`config.mk`:
```
export PLATFORM = sky130hd
export DESIGN_NAME = prefix_add_seq
export DESIGN_NICKNAME = d
export VERILOG_FILES = /design/src/rtl/prefix_add_seq.sv
export SDC_FILE = /design/constraint.sdc
export NUM_CORES = 1
export LEC_CHECK = 0
export ABC_CLOCK_PERIOD_IN_PS = 2500
export CAP_MARGIN = 0
export CORE_UTILIZATION = 30
export CTS_CLUSTER_SIZE = 20
export DETAILED_ROUTE_END_ITERATION = 12
export PLACE_DENSITY = 0.54
export SYNTH_ARGS = -nofsm -noshare
export SYNTH_HDL_FRONTEND = slang
export SYNTH_SLANG_ARGS = --single-unit
export TNS_END_PERCENT = 10
```
`constraint.sdc`:
```
create_clock -name clk -period 2.5 [get_ports clk]
set_input_delay 0.75 -clock clk [delete_from_list [all_inputs] [get_ports clk]]
set_output_delay 0.75 -clock clk [all_outputs]
set_load 0.05 [all_outputs]
```
`src/rtl/prefix_add_seq.sv`:
```
// prefix_add_seq: multicycle Kogge-Stone adder for the FP mantissa path.
// One prefix stage is reused over NSTAGES iterations, with the combine
// distance doubling on each pass (1, 2, 4, 8, 16). Operands enter and the
// result leaves through valid/ready handshakes.
// Optional build macro: PREFIX_SKIP_EN. When it is defined, the prefix phase
// ends early once every propagate bit is zero, because any remaining
// combines could not change the generate vector.
module prefix_add_seq #(
  parameter int WIDTH   = 17,
  parameter int NSTAGES = 5
) (
  input  logic             clk,
  input  logic             rst_n,
  input  logic             in_valid,
  output logic             in_ready,
  input  logic [WIDTH-1:0] a,
  input  logic [WIDTH-1:0] b,
  input  logic             cin,
  output logic             out_valid,
  input  logic             out_ready,
  output logic [WIDTH-1:0] sum,
  output logic             cout
);

  localparam int CW = (NSTAGES > 1) ? $clog2(NSTAGES) : 1;
  localparam logic [CW-1:0] LAST_STAGE = CW'(NSTAGES - 1);

  typedef enum logic [1:0] {
    IDLE   = 2'd0,
    PREFIX = 2'd1,
    DONE   = 2'd2
  } state_t;

  state_t           state_r, state_s;
  logic [CW-1:0]    cnt_r, cnt_s;
  logic [WIDTH-1:0] g_r, g_s;
  logic [WIDTH-1:0] p_r, p_s;
  logic [WIDTH-1:0] p0_r, p0_s;
  logic             cin_r, cin_s;
  logic             in_ready_r, in_ready_s;
  logic             out_valid_r, out_valid_s;
  logic [WIDTH-1:0] sum_r, sum_s;
  logic             cout_r, cout_s;
  logic             last_s;
  int unsigned      shamt_s;

  // Vector-wide prefix combine: the hi operand is each pair, and the lo
  // operand is the pair d positions below it (pre-shifted by the caller).
  function automatic logic [2*WIDTH-1:0] combine(
    input logic [WIDTH-1:0] g_hi,
    input logic [WIDTH-1:0] p_hi,
    input logic [WIDTH-1:0] g_lo,
    input logic [WIDTH-1:0] p_lo
  );
    return {g_hi | (p_hi & g_lo), p_hi & p_lo};
  endfunction

  // Next-state, datapath update and next values for the registered outputs.
  always_comb begin
    state_s     = state_r;
    cnt_s       = cnt_r;
    g_s         = g_r;
    p_s         = p_r;
    p0_s        = p0_r;
    cin_s       = cin_r;
    in_ready_s  = in_ready_r;
    out_valid_s = out_valid_r;
    sum_s       = sum_r;
    cout_s      = cout_r;
    shamt_s     = 32'd1 << cnt_r;
    last_s      = 1'b0;
    case (state_r)
      IDLE: begin
        if (in_valid) begin
          p0_s       = a ^ b;
          p_s        = a ^ b;
          g_s        = a & b;
          // The carry-in is folded into the bit-0 generate term.
          g_s[0]     = (a[0] & b[0]) | ((a[0] ^ b[0]) & cin);
          cin_s      = cin;
          cnt_s      = {CW{1'b0}};
          in_ready_s = 1'b0;
          state_s    = PREFIX;
        end else begin
          in_ready_s = 1'b1;
        end
      end
      PREFIX: begin
        // Shifting in zeros leaves g unchanged for i<d. Filling p_lo with
        // ones keeps p unchanged there too, so low pairs never wrap around.
        {g_s, p_s} = combine(g_r, p_r, g_r << shamt_s,
                             (p_r << shamt_s) | ~({WIDTH{1'b1}} << shamt_s));
`ifdef PREFIX_SKIP_EN
        last_s = (cnt_r == LAST_STAGE) || (p_r == {WIDTH{1'b0}});
`else
        last_s = (cnt_r == LAST_STAGE);
`endif
        if (last_s) begin
          state_s     = DONE;
          cnt_s       = {CW{1'b0}};
          out_valid_s = 1'b1;
          sum_s       = p0_r ^ {g_s[WIDTH-2:0], cin_r};
          cout_s      = g_s[WIDTH-1];
        end else begin
          cnt_s = cnt_r + {{(CW-1){1'b0}}, 1'b1};
        end
      end
      DONE: begin
        if (out_ready) begin
          state_s     = IDLE;
          out_valid_s = 1'b0;
          in_ready_s  = 1'b1;
        end else begin
          out_valid_s = 1'b1;
        end
      end
      default: begin
        state_s     = IDLE;
        cnt_s       = {CW{1'b0}};
        in_ready_s  = 1'b1;
        out_valid_s = 1'b0;
      end
    endcase
  end

  // State, pair registers and the registered handshake/result outputs.
  always_ff @(posedge clk or negedge rst_n) begin
    if (!rst_n) begin
      state_r     <= IDLE;
      cnt_r       <= {CW{1'b0}};
      g_r         <= {WIDTH{1'b0}};
      p_r         <= {WIDTH{1'b0}};
      p0_r        <= {WIDTH{1'b0}};
      cin_r       <= 1'b0;
      in_ready_r  <= 1'b1;
      out_valid_r <= 1'b0;
      sum_r       <= {WIDTH{1'b0}};
      cout_r      <= 1'b0;
    end else begin
      state_r     <= state_s;
      cnt_r       <= cnt_s;
      g_r         <= g_s;
      p_r         <= p_s;
      p0_r        <= p0_s;
      cin_r       <= cin_s;
      in_ready_r  <= in_ready_s;
      out_valid_r <= out_valid_s;
      sum_r       <= sum_s;
      cout_r      <= cout_s;
    end
  end

  assign in_ready  = in_ready_r;
  assign out_valid = out_valid_r;
  assign sum       = sum_r;
  assign cout      = cout_r;

endmodule

```
==> flow_summary_export.csv <==
group,metric,value,unit
cells_and_area,drive_gt1_frac,0.2258,
grt,grt_pass1_wl,36540,um
floorplanning,die_h,138.3,um
power_and_ir_drop,p_sw,5507,uW
sta,rsz0062_at_grt,"yes",
clock_tree,cts_buffer_depth,2,
power_and_ir_drop,comb_power_share,0.651,
power_and_ir_drop,p_int,6010,uW
critical_path,cp_max_fo,9,
floorplanning,core-area,18090,um^2
sta,hold_viol_final,0,
critical_path,rrSetupSlack,-0.01,ns
cells_and_area,final_area,7766,um^2
status,status,"finished with violations",
routing,routed_wl,23800,um
power_and_ir_drop,leakagePower,0.003404,uW
synth,synthesis.instances,677,
power_and_ir_drop,peakVddDrop,0.0007709,V
cells_and_area,regArea,1929,um^2
cells_and_area,layout_common_cells,"nand2_1 (125), buf_4 (105), dfrtp_1 (75)",
critical_path,r2r_cells,11,
floorplanning,std_cell_rows,49,
cells_and_area,multi_input_area,3513,um^2
placement,dp_hpwl,17940,um
synth,async_reset_ff_frac,1.000,
sta,drv_slew,0,
power_and_ir_drop,p_sw_frac,0.4781,
floorplanning,die_width,138.3,um
routing,wl_per_cell,22.80,um
routing,route.detailed.drc,6,
sta,setup_ws,-0.01098,ns
power_and_ir_drop,seqPwrFrac,0.216,
grt,grtUsageTotal,0.2527,
routing,vias,6008,
synth,yosysSeqAreaShare,0.3459,
floorplanning,initial_core_util,0.3082,
clock_tree,insertion_delay,0.35,ns
critical_path,endpoint,"p_r[16]$_DFFE_PN0P_",
grt,overflow,0,
critical_path,rr_endpoint,"p_r[16]$_DFFE_PN0P_",
synth,synth_flop_cell,"dfrtp_1",
synth,synth_area,5574,um^2
critical_path,worstSetupStartpointType,"flop",
routing,drt_iter0_drc,603,
synth,avgSynthCellArea,8.234,um^2
grt,antenna_found_initial,0,
sta,fin_hold_ws,0.2993,ns
sta,finalCriticalPeriod,2.511,ns
clock_tree,path_clk_slew,0.07,ns
synth,ys_warn_count,0,
power_and_ir_drop,p_per_area,1483,nW/um^2
sta,relSlewSlack,0.5501,
floorplanning,io_pins,59,
routing,antenna_left,0,
cells_and_area,final_nets,875,
clock_tree,cts_sinks,77,
sta,finalClockSkew,0.01087,ns
placement,gp_congestion,1.014,
synth,yosysUniqueCellTypes,69,
critical_path,startpoint,"cnt_r[1]$_DFFE_PN0P_",
grt,grt_max_degree,42,
placement,dp_slack,-0.1500,ns
placement,portBuffers,58,
sta,setup_violations,2,
routing,drtPass1Iterations,10,
grt,grt_pass1_vias,5985,
cells_and_area,nFillCells,1813,
routing,viasPerCell,5.755,
status,violations,"design-rule violations, negative setup slack",
critical_path,r2r_start,"cnt_r[1]$_DFFE_PN0P_",
sta,timing.fmax,0.3983,GHz
cells_and_area,area_growth_syn_to_layout,39.33,%
critical_path,path_class,"reg2reg",
synth,synth_seq_cells,77,
synth,synth_edf_count,0,
cells_and_area,mostFrequentLayoutCell,"nand2_1",
critical_path,cp-end-kind,"flop",
power_and_ir_drop,clkPwrFrac,0.133,
synth,synthesis.nets,742,
clock_tree,ctsHtreeMaxLevel,3,
clock_tree,cts_root_buffer,"clkbuf_16",
cells_and_area,antenna_cells,0,
critical_path,cp.arrival,2.79,ns
clock_tree,cts_tree,"done",
min_path,min_path_type,"in2async",
placement,place_area,7182,um^2
sta,worst_pin_slew,0.6720,ns
flow_run,maxCapViolations,0,
clock_tree,cts_buffers,9,
critical_path,critPathRequiredTime,2.78,ns
cells_and_area,fin_util,0.4294,
floorplanning,die-area,19130,um^2
sta,fin_crit_sh,1.004,
## cell type report
type | instances | area share
Clock buffer | 9 | 0.02900
Clock inverter | 7 | 0.01498
Inverter | 14 | 0.006767
Multi-Input combinational cell | 531 | 0.4524
Sequential cell | 77 | 0.2484
Tap cell | 229 | 0.03689
Timing Repair Buffer | 177 | 0.2115
## sequential cells by signal, summed over array words and instances (netlist names)
name / count
cout: 1
p_r: 17
in_ready: 1
g_r: 17
cnt_r: 3
state_r: 2
p0_r: 17
cin_r: 1
sum: 17
out_valid: 1
## cell usage after synthesis (5+ instances only)
master	n	area, um^2
a211o_1	6	52.55
a211oi_1	6	45.04
a21oi_1	43	215.2
a221o_1	8	80.08
a221oi_1	7	61.31
a22oi_1	11	82.58
a31oi_1	19	118.9
a41oi_1	7	61.31
and3_1	5	31.28
buf_2	13	65.06
clkbuf_1	35	131.4
dfrtp_1	76	1902
ha_1	26	325.3
inv_1	11	41.29
mux2_2	12	135.1
mux2i_1	30	300.3
nand2_1	125	469.2
nand2b_1	12	75.07
nand3_1	12	60.06
nor2_1	42	157.7
nor3_1	11	55.05
nor3b_1	7	52.55
o211ai_1	5	37.54
o21ai_0	49	245.2
o21ai_1	8	40.04
o22ai_1	14	87.58
o31ai_1	5	37.54
xor2_1	7	61.31
## metrics by stage
stage | instances | TNS [ns] | power (uW)
after global routing | 1044 | -1.035 | 12160
after detailed placement | 1022 | -0.7350 | 9434
after floorplan | 677 | 0 | 6228
final | 1044 | -0.01431 | 11520
after CTS | 1038 | 0 | 11090
after global placement | 1022 | -0.5726 | 9457
## routing by layer
layer / up-vias / routed length (um) / global-route usage
li1: 2769 / - / -
met1: 2949 / 10790 / 0.3476
met2: 246 / 10630 / 0.3919
met3: 44 / 1647 / 0.04815
met4: 0 / 730 / 0.09580
met5: - / 0 / 0
## critical path, cell delays in order, from the launching register on
cell      delay [ns]
dfrtp_1         0.42
buf_6           0.14
ha_4            0.16
ha_4            0.18
buf_4           0.16
nor4b_4         0.34
buf_6           0.20
a222oi_1        0.11
buf_4           0.17
buf_4           0.12
a221o_1         0.31
a21oi_1         0.13
## how the worst min path moves through the flow
stage,from,to,depth (start not counted)
after floorplan,rst_n,cin_r$_DFFE_PN0P_,0
after global placement,sum[3]$_DFFE_PN0P_,sum[3]$_DFFE_PN0P_,2
after detailed placement,sum[10]$_DFFE_PN0P_,sum[10]$_DFFE_PN0P_,1
after CTS,rst_n,sum[13]$_DFFE_PN0P_,1
after global routing,rst_n,sum[13]$_DFFE_PN0P_,1
final,rst_n,sum[13]$_DFFE_PN0P_,1
## cells by family after synthesis
kind of cell | count (synthesis) | synth area share
and+or+nand+nor | 235 | 0.1883
buffers and inverters | 69 | 0.05342
adders and majority gates | 26 | 0.05836
xor gates and xnor gates | 9 | 0.01414
DFF | 77 | 0.3459
AOI/OAI and AO/OA | 218 | 0.2577
muxes | 43 | 0.08216
## power by group through the flow
stage / sequential [uW] / clock [uW] / combinational (uW)
detailed placement: 2470 / 0 / 6970
global route: 2550 / 1610 / 8010
CTS: 2450 / 1560 / 7080
global placement: 2450 / 0 / 7010
floorplan: 2610 / 0 / 3620
finish: 2490 / 1530 / 7490
## what timing repair did
action | in CTS | in global routing
setup buffers | 0 | 5
hold buffers | 0 | 0
endpoints found under the setup margin | 19 | 32
gates cloned | 0 | 1
resized for setup | 10 | 32
pin swaps | 0 | 10
Power figures use the tool's default switching activity.
==> patch (same flow settings) <==
Encoding of `state_t`: now one-hot (3 bits for 3 states).
--- a/src/rtl/prefix_add_seq.sv
+++ b/src/rtl/prefix_add_seq.sv
@@ -27,6 +27,6 @@
 
-  typedef enum logic [1:0] {
-    IDLE   = 2'd0,
-    PREFIX = 2'd1,
-    DONE   = 2'd2
+  typedef enum logic [2:0] {
+    IDLE   = 3'b001,
+    PREFIX = 3'b010,
+    DONE   = 3'b100
   } state_t;
Function: same outputs for any inputs over 10 cycles, from zero or initial values and one cycle with rst_n low; not proved beyond that.
==> patch against the unedited design <==
The run ends with DRC left. Design area shrank 2.4%. Total power shrank 18%. Sequential share of layout area grew 0.95 points. Sequential cell count grew 1. Worst setup slack gained 0.021 ns. Utilization shrank 1.0 points. Routed wire length shrank 4.3%. Combinational power shrank 25%. Cell count shrank 2.4%. Clock power shrank 7%. Synthesized area is essentially flat. Synthesized cell count shrank 0.89%.
==> patch: results (changes against the unedited design) <==
Routed vias/inst: 5.59 (-2.9%)
Initial antenna violation count: 0 (unchanged)
Netlist cell types: 66 (-4.3%)
Maximum vdd ir drop: 457 uV (-41%)
Worst Path Max Fanout: 13 (+4)
Post-DP HPWL: 16.8 mm (-6.5%)
Crit-path max cell delay: 0.43 ns
RePlAce Congestion: 0.920 (-9.2%)
Violated checks: DRC
Clock Tree Buf Depth: 2 (unchanged)
Total CTS buffers: 9 (unchanged)
Residual DRC: 4 (-2)
Clk_lat worst skew: 0.35 ns (about the same)
Clock transition at path regs: 0.08 ns
1st-pass router iterations: 10 (unchanged)
Design internal power: 5.20 mW (-13%)
Post-Route WL: 22.8 mm (-4.3%)
Clock Skews: 0.0100 ns (-0.000841 ns)
Sequential share of the synthesized area: 35.1% (+0.50 points)
Worst Path Arrival: 2.77 ns (-0.02 ns)
H-tree levels: 3 (unchanged)
First-pass GRT wire length: 34.2 mm (-6.5%)
Placed Area: 0.00701 mm^2 (-2.4%)
First-iteration detailed-routing DRC count: 506 (-16%)
Static Leak: 3.46 nW (+1.7%)
Vias in the first global route: 5428 (-9.3%)
Warnings, synthesis: 0 (unchanged)
Worst slew pin tran: 0.528 ns (-0.144 ns)
RR Startpoint: cnt_r[0]
Layout cells sized above 1: 20.8% (-1.8 points)
Largest net degree at the start of global routing: 43 (+2.4%)
Status: finished, violations left
Worst path top cell family by delay: compound AO/OA/AOI/OAI gates
# nets final: 847 (-3.2%)
Commonest cells post-synth: nand2_1 (113), dfrtp_1 (76), o21ai_0 (56)
GR Util All Layers: 23.8% (-1.5 points)
Hold Path Class: in2async
Buffers on Ports: 58 (unchanged)
Async S/R FF share, synth: 100% (unchanged)
Top post-synthesis cells by area: dfrtp_1 (34%), nand2_1 (7.6%), mux2i_1 (5.4%), ha_1 (5.2%), o21ai_0 (5.0%)
Pre-CTS WS: -0.107 ns (+0.0427 ns)
Post-synth net total: 733 (-1.2%)
## patch: changes by cell type in the layout (fill, tap and decap cells not counted), sizes merged, moves of 5 or more
| cell | unedited run | this run |
|---|---|---|
| a31oi | 19 | 11 |
| nand2 | 125 | 113 |
| mux2 | 12 | 4 |
| nor2 | 42 | 50 |
| nand3 | 12 | 19 |
| nand2b | 12 | 17 |
| a221o | 8 | 1 |
| buf | 120 | 100 |
| a21oi | 43 | 38 |
| nor3b | 7 | 12 |
## patch: power groups by stage
stage          Clock, mW  Sequential [mW]  Combinational [mW]
2_1_floorplan          0             2.10                3.08
3_3_place_gp           0             2.41                5.18
3_5_place_dp           0             2.42                5.15
4_1_cts             1.45             2.41                5.24
5_1_grt             1.50             2.50                6.03
6_report            1.42             2.43                5.62
## patch: worst register-to-register path: stages, from the launching register on
cell and delay (ns):
dfrtp_1 0.43, ha_2 0.23, ha_4 0.18, nor3b_1 0.27
buf_4 0.31, o21ai_0 0.17, and2_1 0.23, o21ai_0 0.31
o2111ai_1 0.18, nand3_1 0.11
## patch: worst paths after layout
path,end,depth (start not counted),slack (ns)
worst max register to register,g_r[11],9,0.01
worst min register to register,sum[4],2,0.48
worst max-delay path,g_r[11],9,0.01
min in group clk,sum[4],2,0.48
max in group asynchronous,p_r[14],2,1.58
worst min-delay path,cnt_r[0],1,0.31
## patch: cell families (layout without fill, tap and decap cells)
| kind of cell | Yosys count | after routing | share of synthesized area [%] |
|---|---|---|---|
| simple gates | 252 | 252 | 21.2 |
| fa+ha+maj | 24 | 24 | 5.35 |
| compound gates | 207 | 207 | 24.3 |
| flops | 78 | 78 | 35.1 |
| buf+inv | 64 | 183 | 5.37 |
| xor+xnor | 10 | 10 | 1.57 |
| mux | 36 | 36 | 7.08 |
## patch: per-stage QoR
step                      std cells  setup TNS (ns)
after CTS                      1015         -0.0969
after floorplan                 671               0
after detailed placement        999          -0.827
after global placement          999          -0.576
after global routing           1019          -0.135
final                          1019               0
## patch: routing by layer
layer	up-vias	track usage, %	wire (um)
li1	2672	-	-
met1	2802	34.0	10900
met2	190	37.9	10400
met3	30	3.22	1030
met4	0	5.91	459
met5	-	0	0
## patch: area by class of cell
cell class / count / area, um^2
Clock inverter: 7 / 80.1
Inverter: 10 / 37.5
Timing Repair Buffer: 157 / 1490
Multi-Input combinational cell: 529 / 3510
Sequential cell: 78 / 1950
Clock buffer: 9 / 225
Tap cell: 229 / 287
Fill cell: 1811 / 10500
## patch: what timing repair did
item / in CTS / in global routing
gates cloned: 0 / 1
setup endpoints to repair: 22 / 28
gates resized for setup: 15 / 32
buffers inserted: 0 / 3
pin swaps: 0 / 5
